**src/rtl/xbar_pkg.sv**
```systemverilog
// Shared crossbar types: port count, source-id width, beat layout and the
// one-hot grant decoder used by the egress endpoint.
package xbar_pkg;

    localparam int XBAR_PORTS = 16;
    localparam int XBAR_SEL_W = 4;
    localparam int XBAR_WIDTH = 8;

    typedef struct packed {
        logic                  valid;
        logic [XBAR_WIDTH-1:0] data;
    } xbar_beat_t;

    typedef logic [XBAR_SEL_W-1:0] xbar_src_t;

    typedef struct packed {
        logic      legal;
        xbar_src_t idx;
    } xbar_dec_t;

    // legal is set only when exactly one grant bit is high
    function automatic xbar_dec_t onehot_to_idx(input logic [XBAR_PORTS-1:0] vec);
        xbar_dec_t res;
        int        cnt;
        res.idx   = '0;
        res.legal = 1'b0;
        cnt       = 0;
        for (int i = 0; i < XBAR_PORTS; i++) begin
            if (vec[i]) begin
                res.idx = xbar_src_t'(i);
                cnt++;
            end
        end
        res.legal = (cnt == 1);
        return res;
    endfunction

endpackage

```
**src/rtl/xbar_egress_fifo.sv**
```systemverilog
// First-word-fall-through sync FIFO holding {src, data} entries.
// Read data is forced to zero while empty so the port outputs idle at zero.
module xbar_egress_fifo #(
    parameter int width = 12,
    parameter int depth = 8,
    localparam int AW = $clog2(depth),
    localparam int LW = AW + 1
) (
    input  logic             clk,
    input  logic             rst,
    input  logic             clear,
    input  logic             push,
    input  logic             pop,
    input  logic [width-1:0] din,
    output logic [width-1:0] dout,
    output logic [LW-1:0]    level,
    output logic             full,
    output logic             empty
);

    logic [width-1:0] mem [depth];
    logic [AW-1:0]    wr_ptr;
    logic [AW-1:0]    rd_ptr;
    logic [LW-1:0]    cnt;

    always_ff @(posedge clk or negedge rst) begin
        if (!rst) begin
            wr_ptr <= '0;
            rd_ptr <= '0;
            cnt    <= '0;
        end else if (clear) begin
            wr_ptr <= '0;
            rd_ptr <= '0;
            cnt    <= '0;
        end else begin
            if (push) wr_ptr <= wr_ptr + AW'(1);
            if (pop)  rd_ptr <= rd_ptr + AW'(1);
            case ({push, pop})
                2'b10:   cnt <= cnt + LW'(1);
                2'b01:   cnt <= cnt - LW'(1);
                default: cnt <= cnt;
            endcase
        end
    end

    always_ff @(posedge clk) begin
        if (push && !clear) mem[wr_ptr] <= din;
    end

    assign level = cnt;
    assign empty = (cnt == '0);
    assign full  = (cnt == LW'(depth));
    assign dout  = empty ? '0 : mem[rd_ptr];

endmodule

```
**src/rtl/xbar_egress_port.sv**
```systemverilog
// Egress endpoint for one crossbar output: grant decode, FWFT buffering, flush FSM.
// Optional saturating beat/drop counters are built when XBAR_EGRESS_STATS_EN is defined.
//   state    | meaning
//   ST_RUN   | accepting beats and presenting them downstream
//   ST_FLUSH | FIFO held empty, incoming beats ignored
module xbar_egress_port
    import xbar_pkg::*;
#(
    parameter int width = 8,
    parameter int depth = 8,
    parameter int ports = 16,
    localparam int LW = $clog2(depth) + 1
) (
    input  logic                  clk,
    input  logic                  rst,
    input  logic [width:0]        xb_data,
    input  logic [XBAR_PORTS-1:0] xb_grant,
    output logic                  xb_ready,
    input  logic                  flush,
    output logic                  m_valid,
    output logic [width-1:0]      m_data,
    output logic [XBAR_SEL_W-1:0] m_src,
    input  logic                  m_ready,
    output logic [LW-1:0]         level,
    output logic                  err_grant,
    output logic                  overflow
`ifdef XBAR_EGRESS_STATS_EN
    ,
    output logic [15:0]           beat_cnt,
    output logic [15:0]           drop_cnt
`endif
);

    localparam logic [0:0] ST_RUN   = 1'b0;
    localparam logic [0:0] ST_FLUSH = 1'b1;

    logic [0:0] state;
    logic       run;
    logic       flush_entry;
    logic       push_req;
    logic       push;
    logic       pop;
    logic       ovf_evt;
    logic       err_evt;
    logic       fifo_full;
    logic       fifo_empty;
    logic       fifo_clear;
    xbar_dec_t  dec;
    logic [XBAR_SEL_W+width-1:0] fifo_dout;

    assign run         = (state == ST_RUN);
    assign flush_entry = run & flush;
    assign fifo_clear  = flush_entry | (state == ST_FLUSH);
    assign dec         = onehot_to_idx(xb_grant);

    assign push_req = xb_data[width] & run;
    assign pop      = m_valid & m_ready;
    // a full FIFO still takes a beat when the head leaves in the same cycle
    assign push     = push_req & dec.legal & (~fifo_full | pop);
    assign ovf_evt  = push_req & dec.legal & fifo_full & ~pop;
    assign err_evt  = push_req & ~dec.legal;

    always_ff @(posedge clk or negedge rst) begin
        if (!rst) begin
            state <= ST_RUN;
        end else begin
            case (state)
                ST_RUN:   state <= flush ? ST_FLUSH : ST_RUN;
                ST_FLUSH: state <= flush ? ST_FLUSH : ST_RUN;
                default:  state <= ST_RUN;
            endcase
        end
    end

    always_ff @(posedge clk or negedge rst) begin
        if (!rst) begin
            err_grant <= 1'b0;
            overflow  <= 1'b0;
        end else if (flush_entry) begin
            err_grant <= 1'b0;
            overflow  <= 1'b0;
        end else begin
            if (err_evt) err_grant <= 1'b1;
            if (ovf_evt) overflow  <= 1'b1;
        end
    end

    xbar_egress_fifo #(
        .width(XBAR_SEL_W + width),
        .depth(depth)
    ) u_fifo (
        .clk  (clk),
        .rst  (rst),
        .clear(fifo_clear),
        .push (push),
        .pop  (pop),
        .din  ({dec.idx, xb_data[width-1:0]}),
        .dout (fifo_dout),
        .level(level),
        .full (fifo_full),
        .empty(fifo_empty)
    );

    assign m_valid  = run & ~fifo_empty;
    assign m_data   = fifo_dout[width-1:0];
    assign m_src    = fifo_dout[XBAR_SEL_W+width-1:width];
    assign xb_ready = run & ~fifo_full;

`ifdef XBAR_EGRESS_STATS_EN
    always_ff @(posedge clk or negedge rst) begin
        if (!rst) begin
            beat_cnt <= '0;
            drop_cnt <= '0;
        end else if (flush_entry) begin
            beat_cnt <= '0;
            drop_cnt <= '0;
        end else begin
            if (push && beat_cnt != 16'hFFFF)                 beat_cnt <= beat_cnt + 16'd1;
            if ((ovf_evt || err_evt) && drop_cnt != 16'hFFFF) drop_cnt <= drop_cnt + 16'd1;
        end
    end
`endif

endmodule

```
**config.mk**
```make
export PLATFORM = sky130hd
export DESIGN_NAME = xbar_egress_port
export DESIGN_NICKNAME = d
export VERILOG_FILES = /design/src/rtl/xbar_pkg.sv /design/src/rtl/xbar_egress_fifo.sv /design/src/rtl/xbar_egress_port.sv
export SDC_FILE = /design/constraint.sdc
export NUM_CORES = 1
export LEC_CHECK = 0
export ABC_AREA = 1
export CAP_MARGIN = 20
export CORE_MARGIN = 1
export CORE_UTILIZATION = 54
export CTS_CLUSTER_DIAMETER = 40
export DETAILED_ROUTE_END_ITERATION = 7
export GPL_ROUTABILITY_DRIVEN = 0
export HOLD_SLACK_MARGIN = 0.1
export PLACE_DENSITY = 0.85
export SYNTH_ARGS = -nofsm -noshare
export SYNTH_HDL_FRONTEND = slang
export SYNTH_SLANG_ARGS = --single-unit
```
**constraint.sdc**
```tcl
create_clock -name clk -period 2.3 [get_ports clk]
set_clock_uncertainty 0.05 [all_clocks]
set_input_delay 0.46 -clock clk [delete_from_list [all_inputs] [get_ports clk]]
set_output_delay 0.46 -clock clk [all_outputs]
set_load 0.005 [all_outputs]
```
==> metrics.md, run 1 <==
| Metric | Value |
|---|---|
| Initial core utilization | `0.564` |
| Top cell type's share of synthesized area | `0.439` |
| Port Buffers | `48` |
| Mapped Cells | `around 790` |
| Post-GRT worst EP | `u_fifo.level[3]$_DFFE_PN0P_/D` |
| I/O pin count | `49` |
| Status | `did not finish` |
| Syn Nets | `approximately 830` |
| Root buffer cell | `clkbuf_16` |
| Chip Width | `roughly 110 µm` |
| Seq cells post-synth | `roughly 110` |
| Post-synthesis sequential area ratio | `0.488` |
| Synthesized area | `6570 µm²` |
| Clk buf depth | `2` |
| Num CTS Buffers | `9` |
| Synthesized area per cell | `around 8.4 µm²` |
| FP Rows | `39` |
| Warnings from Yosys | `0` |
| Error msg | `[ERROR DPL-0038] Utilization greater than 100%, impossible to legalize` |
| Number of clock sinks | `about 110` |
| Ys flop type | `edfxtp_1` |
| Die Y | `approximately 110 µm` |
| Most frequent cell after synthesis | `nand2_1` |
| Main area contributors after synthesis | `edfxtp_1 (44%), nand2_1 (8.2%), nor2_1 (6.3%), nand3_1 (5.5%), o21ai_0 (5.5%)` |
| Hpwl dp | `between 10 and 15 mm` |
| Largest net degree at the start of global routing | `25` |
| Number of synthesized flops with an enable pin | `96` |
| H-tree depth | `3` |
| Asr flop ratio synth | `0.119` |
| Synth area leader | `edfxtp_1` |
| Most frequent cells after synthesis | `nand2_1 (143), nor2_1 (110), edfxtp_1 (96)` |
| Synth unique cells | `32` |
| WEP type | `sequential cell input` |
| Stopping stage | `5_1_grt` |
-- cells by family after synthesis --
logic type	synth area share
AND/OR/NAND/NOR	0.309
buffers and inverters	0.0714
flip-flops	0.488
AO/OA/AOI/OAI	0.0900
adder cells (fa/ha/maj)	0.0392
XOR/XNOR	0.00267
-- timing repair --
item | in CTS
pin swaps | 68
setup buffers | 147
gates resized for setup | 202
hold buffers | 0
hold endpoints to repair | 0
cloned | 3
setup endpoints to repair | 127
-- through the flow --
stage               hold slack, ns  instances  setup WS (ns)  cell area (µm²)
floorplan                    0.114        785          -6.38             6740
global placement             0.397       1099          -6.97             8490
detailed placement           0.429       1099          -7.34             8490
CTS                          0.454       1257          -5.95            10500
==> run 2, diff against run 1 <==
--- a/config.mk
+++ b/config.mk
@@ -8,12 +8,10 @@
 export ABC_AREA = 1
 export CAP_MARGIN = 20
 export CORE_MARGIN = 1
-export CORE_UTILIZATION = 54
-export CTS_CLUSTER_DIAMETER = 40
+export CORE_UTILIZATION = 40
 export DETAILED_ROUTE_END_ITERATION = 7
 export GPL_ROUTABILITY_DRIVEN = 0
-export HOLD_SLACK_MARGIN = 0.1
-export PLACE_DENSITY = 0.85
+export PLACE_DENSITY_LB_ADDON = 0.15
 export SYNTH_ARGS = -nofsm -noshare
 export SYNTH_HDL_FRONTEND = slang
 export SYNTH_SLANG_ARGS = --single-unit
==> constraint.sdc (replaced) <==
create_clock -name clk -period 3 [get_ports clk]
set_clock_uncertainty 0.05 [all_clocks]
set_input_delay 0.6 -clock clk [delete_from_list [all_inputs] [get_ports clk]]
set_output_delay 0.6 -clock clk [all_outputs]
set_load 0.005 [all_outputs]
==> run 2 against run 1 <==
The flow now finishes, with violations (setup timing); area after synthesis unchanged; synthesized cell count stayed put.
==> metrics.md, run 2 <==
| Metric | Value |
|---|---|
| Worst-skew pair later-pin latency | `around 0.34 ns` |
| CP peak stage delay | `between 0.2 and 0.3 ns` |
| CORE AREA | `around 16000 µm²` |
| Area Overhead vs Synth | `48.0%` |
| Number of clock sinks | `109 (unchanged)` |
| Max reg flops | `96` |
| Post-route cell area | `9730 µm²` |
| Setup WS post-layout | `-5.63 ns` |
| Num CTS Buffers | `9 (unchanged)` |
| Drt wl/cell | `14.2 µm` |
| Post-Place Cell Area | `8520 µm² (+0.28%)` |
| Synth unique cells | `32 (unchanged)` |
| Initial core utilization | `0.412 (-0.151)` |
| Die ar. | `between 15000 and 20000 µm²` |
| DR vias | `between 6000 and 7000` |
| Syn Nets | `834 (unchanged)` |
| Met2 usage | `0.371` |
| Worst slew pin tran | `~0.65 ns` |
| Top cell type's share of synthesized area | `0.439 (unchanged)` |
| Final WL | `around 17 mm` |
| Drt drc | `0` |
| Grt peak-use layer | `met2` |
| Initial antenna violation count | `0` |
| Most frequent cells after synthesis | `nand2_1 (143), nor2_1 (110), edfxtp_1 (96)` |
| Max Freq | `0.116 GHz` |
| Synthesized area per cell | `8.37 µm² (unchanged)` |
| FF-to-FF path depth | `14` |
| Unrepaired setup endpoints after global routing | `yes` |
| CP Class | `input port to register` |
| FP Rows | `46 (+18%)` |
| Most common cell after layout, fill and taps aside | `buf_4` |
| Final min period | `8.63 ns` |
| Arrival time worst endpoint | `slightly below 9 ns` |
| Chip Width | `130 µm (+16%)` |
| I/O pin count | `49 (unchanged)` |
| Pre-Repair DR Iteration Count | `4` |
| # setup viols final | `roughly 110` |
| Antenna Cells | `0` |
| R2R Path End | `u_fifo.level[3]$_DFFE_PN0P_` |
| Main area contributors after synthesis | `edfxtp_1 (44%), nand2_1 (8.2%), nor2_1 (6.3%), nand3_1 (5.5%), o21ai_0 (5.5%)` |
| H-tree depth | `3 (unchanged)` |
| Antenna viol nets, final | `0` |
| Warnings from Yosys | `0 (unchanged)` |
| Hpwl dp | `11.5 mm (-0.94%)` |
| Root buffer cell | `clkbuf_16` |
| Clk buf depth | `2 (unchanged)` |
| Worst setup path endpoint | `u_fifo.level[3]$_DFFE_PN0P_` |
| Most flop-heavy register | `u_fifo.mem` |
| MaxCap Viol Count | `0` |
| Setup TNS | `-579.18 ns` |
| Commonest non-fill, non-tap cells in the layout | `buf_4 (161), nand2_1 (108), nor2_1 (104)` |
| Asr flop ratio synth | `0.119 (unchanged)` |
| Synthesized area | `6570 µm² (unchanged)` |
| DRT iter0 DRCs | `349` |
| Max IR drop VDD | `0.265 mV` |
| Vias per cell | `around 5.0` |
| Number of synthesized flops with an enable pin | `96 (unchanged)` |
| Hold_buf cts | `0 (unchanged)` |
| Proportion of layout cells with a drive suffix above 1 | `0.372` |
| Slowest CP cell | `ha_4` |
| Critical Path Most Common Cell | `buf_4` |
| Largest net degree at the start of global routing | `28` |
| Die Y | `130 µm (+16%)` |
| Port Buffers | `48 (unchanged)` |
| Met3 Usage GRT | `0.0238` |
| Class of the worst hold path | `register to register` |
| Synth area leader | `edfxtp_1` |
| R2R Path Start | `u_fifo.level[0]$_DFFE_PN0P_` |
| Seq cells post-synth | `109 (unchanged)` |
| Critical Path Start Type | `input port` |
| Status | `finished with violations` |
| GR Layer Usage met1 | `0.255` |
| Critical path origin | `xb_grant[0]` |
| Power Density | `around 470 nW/µm²` |
| Post-synthesis sequential area ratio | `0.488 (unchanged)` |
| Fin. Hold Viols | `0` |
| Ys flop type | `edfxtp_1` |
| GRT Total Usage | `0.204` |
| Final max-slew violation count | `0` |
| Final net count | `about 1100` |
| Final period utilization | `2.88` |
| Mapped Cells | `785 (unchanged)` |
| R2R Setup Slk | `0.38 ns` |
| Grt ovf | `0` |
| Max-slew headroom | `0.568` |
| CP Capture Type | `register` |
| Global-route wire length before repair | `26.9 mm` |
| Clk slew on worst S/H paths | `~0.070 ns` |
| Crit-path max FO | `6` |
| WP data required | `between 3 and 4 ns` |
| Failing checks | `setup timing` |
| CTS tree | `built` |
| Most frequent cell after synthesis | `nand2_1` |
| Static Leak | `~0.0044 µW` |
| Vias in the first global route | `a little under 6000` |
## run 2: kinds of logic (layout without fill, tap and decap cells)
kind of cell             count (synthesis)  in the layout  synth area share
adder cells (fa/ha/maj)                 20             20            0.0392
XOR/XNOR                                 2              2           0.00267
AND/OR/NAND/NOR                        418            418             0.309
flip-flops                             109            109             0.488
buffers and inverters                  125            349            0.0714
AO/OA/AOI/OAI                          111            111            0.0900
## run 2: repair_timing
item                                    CTS  global route
cloned                                    2             0
gates resized for setup                  19           111
pin swaps                                17            72
setup buffers                            37            11
endpoints found under the setup margin  109           117
## run 2: power breakdown
| group | internal (µW) | total (µW) | leakage, µW | switching [µW] |
|---|---|---|---|---|
| clock | 570 | 1090 | 0.000131 | 525 |
| combinational | 884 | 1820 | 0.00316 | 934 |
| sequential | 1660 | 1670 | 0.00106 | 10.5 |
## run 2: area by class of cell
type	instances	area, µm²
Clock buffer	10	229
Clock inverter	6	46.3
Fill cell	1311	6210
Inverter	107	419
Multi-Input combinational cell	551	3550
Sequential cell	109	3210
Tap cell	216	270
Timing Repair Buffer	226	2010
## run 2: worst min path at each step
stage                                 start                      endpoint  slack [ns]  depth (start not counted)
5_1_grt        u_fifo.rd_ptr[2]$_DFFE_PN0P_  u_fifo.rd_ptr[2]$_DFFE_PN0P_        0.46                          1
2_1_floorplan                           rst         err_grant$_DFFE_PN0P_        0.25                          0
3_5_place_dp   u_fifo.rd_ptr[2]$_DFFE_PN0P_  u_fifo.rd_ptr[2]$_DFFE_PN0P_        0.43                          1
6_report       u_fifo.rd_ptr[2]$_DFFE_PN0P_  u_fifo.rd_ptr[2]$_DFFE_PN0P_        0.43                          1
4_1_cts        u_fifo.rd_ptr[2]$_DFFE_PN0P_  u_fifo.rd_ptr[2]$_DFFE_PN0P_        0.44                          1
3_3_place_gp   u_fifo.rd_ptr[2]$_DFFE_PN0P_  u_fifo.rd_ptr[2]$_DFFE_PN0P_        0.41                          1
## run 2: layer usage
layer / share of wire / wire length, µm
met4: 0.015 / 263
met3: 0.029 / 510
met1: 0.44 / 7660
met2: 0.52 / 8960
met5: 0 / 0
## run 2: per-stage QoR
stage               instances  setup slack, ns  hold WS (ns)  utilization  total power, µW
floorplan                 785            -5.82         0.254            -             2470
global placement         1163            -6.46         0.409        0.534             2960
detailed placement       1163            -6.73         0.433        0.534             2990
CTS                      1218            -5.87         0.445        0.576             4240
global route             1225            -5.96         0.456        0.610             4850
finish                   1225            -5.63         0.434        0.610             4580
## run 2: critical path: cells and delay by family
family                     cells  cell delay (ns)
AOI/OAI and AO/OA              1             0.18
xor gates and xnor gates       1             0.17
adders and majority gates      7             1.69
buffers and inverters         28             3.04
and+or+nand+nor               36             3.13
No activity file was read; power rests on OpenSTA's default activity.
==> run 3, diff against run 2 <==
--- a/config.mk
+++ b/config.mk
@@ -5,7 +5,6 @@
 export SDC_FILE = /design/constraint.sdc
 export NUM_CORES = 1
 export LEC_CHECK = 0
-export ABC_AREA = 1
 export CAP_MARGIN = 20
 export CORE_MARGIN = 1
 export CORE_UTILIZATION = 40
==> run 3 against run 2 <==
The flow still finishes with violations (setup timing); global-route usage is 1.4 points lower; fmax down 13%; via count down 16%; sequential share of layout area is 0.79 points lower; synthesized cell count decreased by 31%; sequential power up 2%; sequential cell count stayed put; area after synthesis rose by 2.9%; cell count down 18%; clock power grew 11%; worst setup slack lost 1.3 ns; routed wire length down 6.2%; critical path type unchanged; highest routed layer unchanged.
==> metrics.md, run 3 <==
| Metric | Value |
|---|---|
| Static Leak | `0.00375 µW (-14%)` |
| CP Class | `input port to register` |
| Worst slew pin tran | `0.824 ns (+0.178 ns)` |
| Final period utilization | `3.30 (+0.428)` |
| Proportion of layout cells with a drive suffix above 1 | `0.444 (+0.0726)` |
| Buffers and inverters on the worst path | `25 (-11%)` |
| Top cell type's share of synthesized area | `0.426 (-0.0123)` |
| Unrepaired setup endpoints after global routing | `yes` |
| CP peak stage delay | `0.34 ns (+0.07 ns)` |
| Max-slew headroom | `0.445 (-0.123)` |
| Antenna viol nets, final | `0 (unchanged)` |
| Fin. Hold Viols | `0 (unchanged)` |
| MaxCap Viol Count | `0 (unchanged)` |
| Area Overhead vs Synth | `47.4%` |
| Class of the worst hold path | `register to register` |
| Warnings from Yosys | `0 (unchanged)` |
| Number of synthesized flops with an enable pin | `96 (unchanged)` |
| Hold_buf cts | `0 (unchanged)` |
| Main area contributors after synthesis | `edfxtp_1 (43%), mux4_2 (8.0%), dfrtp_1 (4.8%), mux2i_1 (4.1%), ha_1 (3.5%)` |
| Asr flop ratio synth | `0.119 (unchanged)` |
| Num CTS Buffers | `9 (unchanged)` |
| Worst-skew pair later-pin latency | `0.34 ns (about the same)` |
| Arrival time worst endpoint | `10.09 ns (+1.28 ns)` |
| Root buffer cell | `clkbuf_16` |
| Synth area leader | `edfxtp_1` |
| Hpwl dp | `11.6 mm (+0.41%)` |
| Most flop-heavy register | `u_fifo.mem` |
| Post-route cell area | `9970 µm² (+2.5%)` |
| DR vias | `5137 (-16%)` |
| GRT Total Usage | `0.190 (-0.0139)` |
| Slowest CP cell | `or3_1` |
| Clk slew on worst S/H paths | `0.07 ns (about the same)` |
| # setup viols final | `105 (unchanged)` |
| Vias in the first global route | `5338 (-7.7%)` |
| Final Util | `0.603 (-0.00703)` |
| Vias per cell | `5.13 (+3.1%)` |
| Worst setup path endpoint | `u_fifo.level[3]$_DFFE_PN0P_` |
| Mapped Cells | `541 (-31%)` |
| Power Density | `838 nW/µm² (+78%)` |
| Global-route wire length before repair | `26.3 mm (-2.3%)` |
| Drt drc | `0 (unchanged)` |
| Crit-path max FO | `3 (-3)` |
| Critical Path Most Common Cell | `buf_4` |
| Max IR drop VDD | `0.821 mV (+210%)` |
| Pre-Repair DR Iteration Count | `5 (+1)` |
| Final max-slew violation count | `0 (unchanged)` |
| Chip Width | `132 µm (+1.4%)` |
| I/O pin count | `49 (unchanged)` |
| Initial core utilization | `0.409 (-0.00301)` |
| Met3 Usage GRT | `0.0254 (+0.00159)` |
| Ys flop type | `edfxtp_1` |
| H-tree depth | `3 (unchanged)` |
| DP Worst Slack | `-7.89 ns (-1.16 ns)` |
| CP Capture Type | `register` |
| GR Layer Usage met1 | `0.233 (-0.0219)` |
| R2R Path Start | `u_fifo.level[1]$_DFFE_PN0P_` |
| FP Rows | `47 (+2.2%)` |
| Most frequent cell after synthesis | `edfxtp_1` |
| Synth unique cells | `76 (+140%)` |
| R2R Setup Slk | `0.18 ns (-0.20 ns)` |
| Seq cells post-synth | `109 (unchanged)` |
| Max reg flops | `96 (unchanged)` |
| Family with the most delay on the worst path | `buffers and inverters` |
| Met2 usage | `0.348 (-0.0234)` |
| Initial antenna violation count | `0 (unchanged)` |
| Drt wl/cell | `16.3 µm (+15%)` |
| CTS tree | `built` |
| R2R Path End | `u_fifo.level[3]$_DFFE_PN0P_` |
| CORE AREA | `16500 µm² (+3.6%)` |
| Number of clock sinks | `109 (unchanged)` |
| Most frequent cells after synthesis | `edfxtp_1 (96), nor2_1 (57), nand2_1 (37)` |
| Final net count | `825 (-22%)` |
| Post-Place Cell Area | `8920 µm² (+4.7%)` |
| FF-to-FF path depth | `11 (-3)` |
| Final WL | `16.3 mm (-6.2%)` |
| Commonest non-fill, non-tap cells in the layout | `buf_4 (168), edfxtp_1 (96), nor2_1 (48)` |
| Critical Path Start Type | `input port` |
| Final min period | `9.91 ns (+1.28 ns)` |
| Max Freq | `0.101 GHz (-13%)` |
| Port Buffers | `48 (unchanged)` |
| Die ar. | `17400 µm² (+2.8%)` |
| Setup WS post-layout | `-6.91 ns (-1.28 ns)` |
| Largest net degree at the start of global routing | `20 (-29%)` |
| Post-synthesis sequential area ratio | `0.474 (-0.0137)` |
| Synthesized area per cell | `12.5 µm² (+49%)` |
| Antenna Cells | `0 (unchanged)` |
| Grt peak-use layer | `met2` |
| Grt ovf | `0 (unchanged)` |
| Die Y | `132 µm (+1.4%)` |
| Clk buf depth | `2 (unchanged)` |
| Number of cells on the critical path | `59 (-19%)` |
| DRT iter0 DRCs | `174 (-50%)` |
| Syn Nets | `590 (-29%)` |
| Power Total | `8360 µW (+82%)` |
| WP data required | `3.18 ns (about the same)` |
| Most common cell after layout, fill and taps aside | `buf_4` |
| Critical path origin | `xb_grant[0]` |
| Synthesized area | `6760 µm² (+2.9%)` |
| Status | `finished with violations` |
| Failing checks | `setup timing` |
==> run 3: cell type report <==
class	count	area, µm²
clock buffers	9	225
flip-flops and latches	109	3210
clock inverters	7	86.3
inverters	16	67.6
well taps	220	275
fillers	1299	6560
repair buffers	250	2160
multi-input cells	390	3950
==> run 3: power by group <==
part	internal, µW	switching (µW)
Clock	660	546
Sequential	1680	28.9
Combinational	3050	2390
Total	5390	2960
==> run 3: layer usage <==
layer,routed length (µm),up-vias
met3,355,28
li1,-,2514
met2,8610,93
met1,6990,2502
met4,356,0
met5,0,-
==> run 3: cell families after synthesis <==
logic type,after synthesis,share of synthesized area
simple gates,187,0.142
fa+ha+maj,20,0.0381
mux,56,0.129
xor+xnor,53,0.113
buf+inv,42,0.0246
compound gates,74,0.0788
flops,109,0.474
==> run 3: worst min path at each step <==
stage / start / endpoint / slack [ns] / cells past startpoint
2_1_floorplan: rst / err_grant$_DFFE_PN0P_ / 0.25 / 0
3_3_place_gp: overflow$_DFFE_PN0P_ / overflow$_DFFE_PN0P_ / 0.46 / 1
3_5_place_dp: err_grant$_DFFE_PN0P_ / err_grant$_DFFE_PN0P_ / 0.48 / 2
4_1_cts: err_grant$_DFFE_PN0P_ / err_grant$_DFFE_PN0P_ / 0.51 / 2
5_1_grt: err_grant$_DFFE_PN0P_ / err_grant$_DFFE_PN0P_ / 0.52 / 2
6_report: err_grant$_DFFE_PN0P_ / err_grant$_DFFE_PN0P_ / 0.50 / 2
==> run 3: worst register-to-register path, delay by kind of cell, from the launching register on <==
| family | cells | cell delay (ns) |
|---|---|---|
| flops | 1 | 0.49 |
| fa+ha+maj | 1 | 0.25 |
| compound gates | 3 | 0.28 |
| simple gates | 7 | 1.65 |
==> run 3: what timing repair did <==
item | in CTS | in global routing
pin swaps | 42 | 37
resized for setup | 60 | 46
setup buffers | 32 | 16
setup endpoints to repair | 105 | 106
endpoints found under the hold margin | 0 | 0
==> run 3: stage by stage <==
step | hold WS (ns) | std cells | setup TNS [ns]
global placement | 0.461 | 941 | -755.28
CTS | 0.512 | 989 | -675.29
detailed placement | 0.480 | 941 | -782.77
finish | 0.502 | 1001 | -677.73
floorplan | 0.254 | 541 | -675.75
global route | 0.525 | 1001 | -702.78
